===== src/rtl/display_formatter.sv =====
// display_formatter: signed 16-bit value -> four seven-segment patterns.
// Sequential double-dabble over 16 cycles, then sign / leading-zero
// handling and segment encoding. All four patterns update on one edge.
module display_formatter #(
  parameter bit LZB = 1'b1
) (
  input  logic        Clock,
  input  logic        Reset,
  input  logic [15:0] value,
  input  logic        load,
  output logic        busy,
  output logic        done,
  output logic [0:7]  oct0,
  output logic [0:7]  oct1,
  output logic [0:7]  oct2,
  output logic [0:7]  oct3
);

  localparam logic [1:0] S_IDLE  = 2'd0;
  localparam logic [1:0] S_SHIFT = 2'd1;
  localparam logic [1:0] S_ENC   = 2'd2;

  localparam logic [0:7] SEG_MINUS = 8'b00000010;
  localparam logic [0:7] SEG_E     = 8'b10011110;
  localparam logic [0:7] SEG_BLANK = 8'b00000000;

  logic [1:0]  r_state;
  logic        r_neg;
  logic        r_ovf;
  logic [15:0] r_mag;
  logic [15:0] r_bcd;
  logic [4:0]  r_cnt;
  logic        r_done;
  logic [0:7]  r_oct [4];

  logic [15:0] w_mag;
  logic        w_ovf;
  logic [15:0] w_adj;
  logic [3:0]  w_dig [4];
  logic [0:4]  w_lead;
  logic [0:7]  w_pat [4];

  // Digit -> segments, bit 0 = segment a
  function automatic logic [0:7] f_seg(input logic [3:0] d);
    case (d)
      4'd0:    f_seg = 8'b11111100;
      4'd1:    f_seg = 8'b01100000;
      4'd2:    f_seg = 8'b11011010;
      4'd3:    f_seg = 8'b11110010;
      4'd4:    f_seg = 8'b01100110;
      4'd5:    f_seg = 8'b10110110;
      4'd6:    f_seg = 8'b10111110;
      4'd7:    f_seg = 8'b11100000;
      4'd8:    f_seg = 8'b11111110;
      4'd9:    f_seg = 8'b11110110;
      default: f_seg = SEG_BLANK;
    endcase
  endfunction

  // Magnitude and overflow of the incoming value (-32768 maps to 32768)
  always_comb begin
    w_mag = value[15] ? (~value + 16'd1) : value;
    w_ovf = value[15] ? (w_mag > 16'd999) : (w_mag > 16'd9999);
  end

  // Add-3 correction on every BCD nibble that is 5 or more
  always_comb begin
    w_adj = r_bcd;
    for (int i = 0; i < 4; i++)
      if (r_bcd[4*i +: 4] >= 4'd5) w_adj[4*i +: 4] = r_bcd[4*i +: 4] + 4'd3;
  end

  // Leading-zero flags: w_lead[i] means digits 0..i are all zero.
  // The units digit never counts as leading, so minus always has a slot.
  always_comb begin
    for (int i = 0; i < 4; i++) w_dig[i] = r_bcd[15 - 4*i -: 4];
    w_lead    = '0;
    w_lead[0] = (w_dig[0] == 4'd0);
    w_lead[1] = w_lead[0] && (w_dig[1] == 4'd0);
    w_lead[2] = w_lead[1] && (w_dig[2] == 4'd0);
  end

  // Pattern formation: overflow, zero-pad, or blanked with floating minus
  always_comb begin
    for (int i = 0; i < 4; i++) begin
      w_pat[i] = f_seg(w_dig[i]);
      if (r_ovf)
        w_pat[i] = SEG_E;
      else if (!LZB) begin
        if (r_neg && i == 0) w_pat[i] = SEG_MINUS;
      end else if (w_lead[i])
        w_pat[i] = (r_neg && !w_lead[i+1]) ? SEG_MINUS : SEG_BLANK;
    end
  end

  // Control FSM and datapath registers
  always_ff @(posedge Clock) begin
    if (Reset) begin
      r_state <= S_IDLE;
      r_neg   <= 1'b0;
      r_ovf   <= 1'b0;
      r_mag   <= '0;
      r_bcd   <= '0;
      r_cnt   <= '0;
      r_done  <= 1'b0;
      for (int i = 0; i < 4; i++) r_oct[i] <= SEG_BLANK;
    end else begin
      r_done <= 1'b0;
      case (r_state)
        S_IDLE: if (load) begin
          r_neg   <= value[15];
          r_mag   <= w_mag;
          r_ovf   <= w_ovf;
          r_bcd   <= '0;
          r_cnt   <= '0;
          r_state <= S_SHIFT;
        end
        S_SHIFT: begin
          r_bcd <= {w_adj[14:0], r_mag[15]};
          r_mag <= {r_mag[14:0], 1'b0};
          r_cnt <= r_cnt + 5'd1;
          if (r_cnt == 5'd15) r_state <= S_ENC;
        end
        S_ENC: begin
          for (int i = 0; i < 4; i++) r_oct[i] <= w_pat[i];
          r_done  <= 1'b1;
          r_state <= S_IDLE;
        end
        default: r_state <= S_IDLE;
      endcase
    end
  end

  assign busy = (r_state != S_IDLE);
  assign done = r_done;
  assign oct0 = r_oct[0];
  assign oct1 = r_oct[1];
  assign oct2 = r_oct[2];
  assign oct3 = r_oct[3];

endmodule


===== config.mk =====
export PLATFORM = sky130hd
export DESIGN_NAME = display_formatter
export DESIGN_NICKNAME = d
export VERILOG_FILES = /design/src/rtl/display_formatter.sv
export SDC_FILE = /design/constraint.sdc
export NUM_CORES = 1
export LEC_CHECK = 0
export BUFFER_PORTS_ARGS = -buffer_cell sky130_fd_sc_hd__clkbuf_2
export CAP_MARGIN = 30
export CORE_MARGIN = 5
export CORE_UTILIZATION = 50
export CTS_CLUSTER_DIAMETER = 120
export DETAILED_ROUTE_END_ITERATION = 6
export PLACE_DENSITY_LB_ADDON = 0.15
export SYNTH_ARGS = -nofsm -noshare
export SYNTH_HDL_FRONTEND = slang
export SYNTH_SLANG_ARGS = --single-unit

===== constraint.sdc =====
create_clock -name Clock -period 3.5 [get_ports Clock]
set_input_delay 0.7 -clock Clock [delete_from_list [all_inputs] [get_ports Clock]]
set_output_delay 0.7 -clock Clock [all_outputs]
set_load 0.05 [all_outputs]

# Word-level counts from Yosys, hierarchy flattened
# Memories as Yosys holds them, arrays and structs flattened. A register that Yosys moved wholly into a read port is not among the register bits.
# Cells that the tools add are included.
[classes]
n_addsub = 6
n_lt_le_gt_ge = 6
eq_ne = 5
muxes = 42
n_bitwise = 5
n_reduce_logical = 15
[op_table]
columns = ["operator", "n"]
rows = [
  ["$mux 8", 11],
  ["$pmux 16 s2", 2],
  ["$mux 16", 3],
  ["$mux 4", 11],
  ["$add 16x1->16 const B", 1],
  ["$ge 4x3->1 const B", 4],
  ["$gt 16x10->1 const B", 1],
  ["$gt 16x14->1 const B", 1],
  ["$not 16->16", 1],
  ["$add 4x2->4 const B", 3],
  ["$logic_not 4->1", 3],
  ["$mux 2", 5],
  ["$pmux 5 s2", 1],
  ["$mux 1", 6],
  ["$reduce_and 2->1", 3],
  ["$add 5x1->5 const B", 1],
  ["$eq 5x4->1 const B", 1],
  ["$mux 5", 1],
  ["$logic_and 1x1->1", 4],
  ["$ne 2x2->1 const B", 2],
  ["$or 1x1->1", 4],
  ["$pmux 2 s2", 1],
  ["$reduce_bool 2->1", 2],
  ["$add 3x2->3 const B", 1],
  ["5 further kinds", 6],
]
[totals]
register_bits = 42
ram_bits = 32
rom_bits = 448
in_bits = 19
out_inout_bits = 34
wordCells = 91
memories = 5
[memory_table]
columns = ["memory", "depth", "width", "read_ports", "rd_ports_with_merged_regs", "wr", "line", "source"]
rows = [
  ["(no name shown)", 16, 7, 1, 1, 0, "45", "case (d)"],
  ["(no name shown)", 16, 7, 1, 1, 0, "45", ""],
  ["(no name shown)", 16, 7, 1, 1, 0, "45", ""],
  ["(no name shown)", 16, 7, 1, 1, 0, "45", ""],
  ["r_oct", 4, 8, 4, 0, 4, "34", "logic [0:7] r_oct [4];"],
]

# Longest topological paths before layout
[logic_depth]
depth_word = 9
depth_mapped = 12
mapped_depth_nobuf = 12

# Worst setup path after synthesis
# No wires, ideal clock.
[synth_timing]
path_type = "in2reg"
startpoint = "input value[4]"
endpoint = "register r_ovf"
setup_ps = 116
t_arrival_ps = 2752
required_time_ps = 3384
slack_ps = 633
stages = 8
path_buffers = 2
cell_sequence = "buf_6 > or4_4 > or4_1 > buf_2 > or3_1 > a221oi_2 > a21oi_1 > a31o_1"
[synth_between]
elab_chain_cells = 5
word_cells_on_any_way = 6
classes_between = "add/sub: 1; order compare: 2; mux: 2; bitwise: 1"
[synth_lines]
columns = ["element", "line", "source"]
rows = [
  ["start: declaration", "9", "input logic [15:0] value,"],
  ["$not 16->16", "62", "w_mag = value[15] ? (~value + 16'd1) : value;"],
  ["$add 16x1->16", "62", ""],
  ["$mux 16 *", "62", ""],
  ["$gt 16x14->1 / $gt 16x10->1 (equally long branches)", "63", "w_ovf = value[15] ? (w_mag > 16'd999) : (w_mag > 16'd9999);"],
  ["$mux 1 *", "63", ""],
  ["end signal: assignment", "113", "r_ovf <= w_ovf;"],
  ["end: declaration", "29", "logic r_ovf;"],
]
# Mark *: on every way between the ends. The rest lies on a longest branch, timed or not.
# A chain may end at the register's enable or synchronous reset.

# Final worst setup path
# Ends and elaborated chain as after synthesis.

==> key figures <==
Global routing
  – Initial antenna violation count: 0
  – All-Layer GR Usage: approximately 18%
  – First-pass GRT wire length: ~19000 um
  – GR Overflow Total: 0
  – Vias in the first global route: between 4000 and 5000
  – Largest net degree at the start of global routing: 39

Synth
  – Most common flop cell mapped by yosys: dfxtp_1
  – Ys async rst share: 0%
  – Yosys Warn Count: 0
  – Register bit total from synthesis: 98
  – Yosys cell types: 59
  – Seq/Total Area, Yosys: a little over two fifths
  – Yosys top cell by area: dfxtp_1
  – Synth top area share: approximately a quarter
  – Top cells by area, synth: dfxtp_1, edfxtp_1, ha_1, nor2_1, a21oi_1
  – Syn avg cell area: 8.86 um^2
  – Post-Syn Area: ~0.0053 mm^2
  – Post-synth EDFFs: 28
  – Gate count of the mapped netlist: roughly 600

Routing
  – 1st-iter DRT viols: between 200 and 300
  – Antenna-violating nets left: 0
  – Initial DRT Pass Iterations: 7
  – Vias after detailed routing: around 4400
  – Final Routed Wirelength: about 11000 um
  – Via density: 5.69
  – Routed WL per cell: ~15 um
  – DR DRC count: 0

CTS
  – H-Tree Depth: 3
  – Clock Sinks: a little under 100
  – Resized cells post-CTS: 0
  – Post-CTS setup buffer count: 0
  – TritonCTS Buffers: 9
  – Clk Latency, worst-skew pair: roughly 0.36 ns
  – CTS clk-pin slew, worst paths: approximately 0.090 ns
  – Clk buf depth: 2
  – CTS root buffer: clkbuf_8
  – CTS Hold Bufs: 0
  – CTS tree: done

Finish
  – Commonest non-fill, non-tap cell in the layout: nor2_1
  – Ant diodes: 0
  – Final instance area: roughly 0.006 mm^2
  – Final non-filler cell total: around 770
  – Most frequent cells in the layout: nor2_1, dfxtp_1, clkbuf_2
  – Layout cells sized above 1: 13.8%
  – Layout net count: 688
  – Final core utilization: between 50 and 60%
  – Syn-to-layout area delta: 9.18%

Timing
  – Hold Vio Cnt, Final: 0
  – Hold_ws: 0.478 ns
  – Setup violations, final: 0
  – Rel. slew slack: a little under half
  – Final Skew: 0.0150 ns
  – Post-route clock period utilization: about three quarters
  – Final setup margin: 0.825 ns
  – Least-Margin Pin Slew: about 0.8 ns
  – Period minus WS final: ~2.7 ns
  – Setup TNS: 0 ns
  – Slew Viols, Final: 0
  – RSZ-0062 raised after global routing: false
  – Fmax achieved: approximately 370 MHz

Power
  – Pwr/cell area: around 370 mW/mm^2
  – Static Leakage: between 2 and 2.5 nW
  – VDD IR max: 206 uV
  – Total power: about 2.1 mW

Setup path
  – Critical path startpoint category: primary input
  – Crit path max fanout: 10
  – Slowest cell on the critical path: or4_1
  – Crit path largest cell delay: between 0.6 and 0.7 ns
  – CP Capture Type: flop
  – CP required: roughly 3.8 ns
  – Critical Setup Path Class: in2reg
  – CP top delay family: simple AND/OR/NAND/NOR gates
  – Crit path cell chain: clkbuf_2, or4_4, or4_1, or3_1, a221oi_2, a21oi_1, a31o_1
  – Worst path arrival time: 2.93 ns
  – CP Buf/Inv Count: 1

Floorplanning
  – Core ar.: 0.0104 mm^2
  – Die W: about 110 um
  – Die height: about 110 um
  – FP Rows: 37
  – Initial Util: ~52%
  – Full die area: between 0.01 and 0.015 mm^2
  – Io pins: 53

Min path
  – Hold Crit Class: reg2reg

Placement
  – Final HPWL from detailed placement: between 8000 and 9000 um
  – IO Port Bufs: 48
  – Dpl ws: approximately 0.49 ns
  – Placer Congestion: approximately 0.87
  – Placed Instance Area: 0.00566 mm^2
  – Placed Cells: 757

Status
  – Outcome: completed

Job
  – Max Cap Viol: 0
[layer usage]
metal / GRT usage, % / vias up / part of all wire (%)
met4: 4.73 / 0 / 1.1
met3: 2.89 / 12 / 5.1
met1: 22.4 / 2043 / 44
li1: - / 2218 / -
met5: 0 / - / 0
met2: 31.7 / 123 / 50
[cell type report]
class | count | area [um^2]
Fill cell | 950 | 4540
Inverter | 28 | 105
Clock buffer | 10 | 128
Tap cell | 136 | 170
Multi-Input combinational cell | 437 | 2820
Timing Repair Buffer | 58 | 315
Clock inverter | 6 | 47.5
Sequential cell | 98 | 2240
[final timing paths]
kind                  from       end  slack, ns  cells after the start
setup / recovery  value[4]     r_ovf       0.82                      7
hold / removal    r_mag[0]  r_mag[0]       0.48                      2
setup reg to reg  r_bcd[9]      flop       0.90                      8
hold reg to reg   r_mag[0]  r_mag[0]       0.48                      2
[power by group]
| part | total, mW | switching (mW) | internal [mW] |
|---|---|---|---|
| clock | 0.666 | 0.398 | 0.268 |
| combinational | 0.261 | 0.181 | 0.0791 |
| sequential | 1.22 | 0.0230 | 1.19 |
[logic make-up after synthesis]
logic type / synth area share (%)
other: 0.0702
AND/OR/NAND/NOR: 17.7
AO/OA/AOI/OAI: 22.0
buffers and inverters: 5.48
flip-flops: 42.0
XOR/XNOR: 3.28
adder cells (fa/ha/maj): 8.67
multiplexers: 0.773
[worst register-to-register path, cell delays in order, from the launching register on]
cell and delay (ns):
dfxtp_1 0.39, inv_1 0.11, ha_1 0.18, nand2b_1 0.13
a21oi_1 0.30, nand2_1 0.09, a32oi_1 0.67, mux2_2 0.42
o31ai_1 0.21
[Yosys cell counts, types with 3 or more instances]
library cell  count
nor2_1           88
dfxtp_1          70
a21oi_1          46
nand2_1          40
ha_1             37
clkbuf_1         30
edfxtp_1         28
inv_1            28
o21ai_0          21
a22oi_1          15
xnor2_1          15
a222oi_1         11
nand2b_1         10
nand3_1          10
and2_1            9
and3_1            9
o22ai_1           9
o31ai_1           9
a31oi_1           8
nor3_1            8
a2bb2oi_1         7
a32o_1            7
a32oi_1           7
buf_1             5
xor2_1            5
a211oi_1          4
buf_4             4
nand4_1           4
or3_1             4
a211o_1           3
a21o_1            3
buf_2             3
mux2i_1           3
nor3b_1           3
nor4_1            3
o21a_1            3
or2_2             3
(Power assumes the default switching activity.)
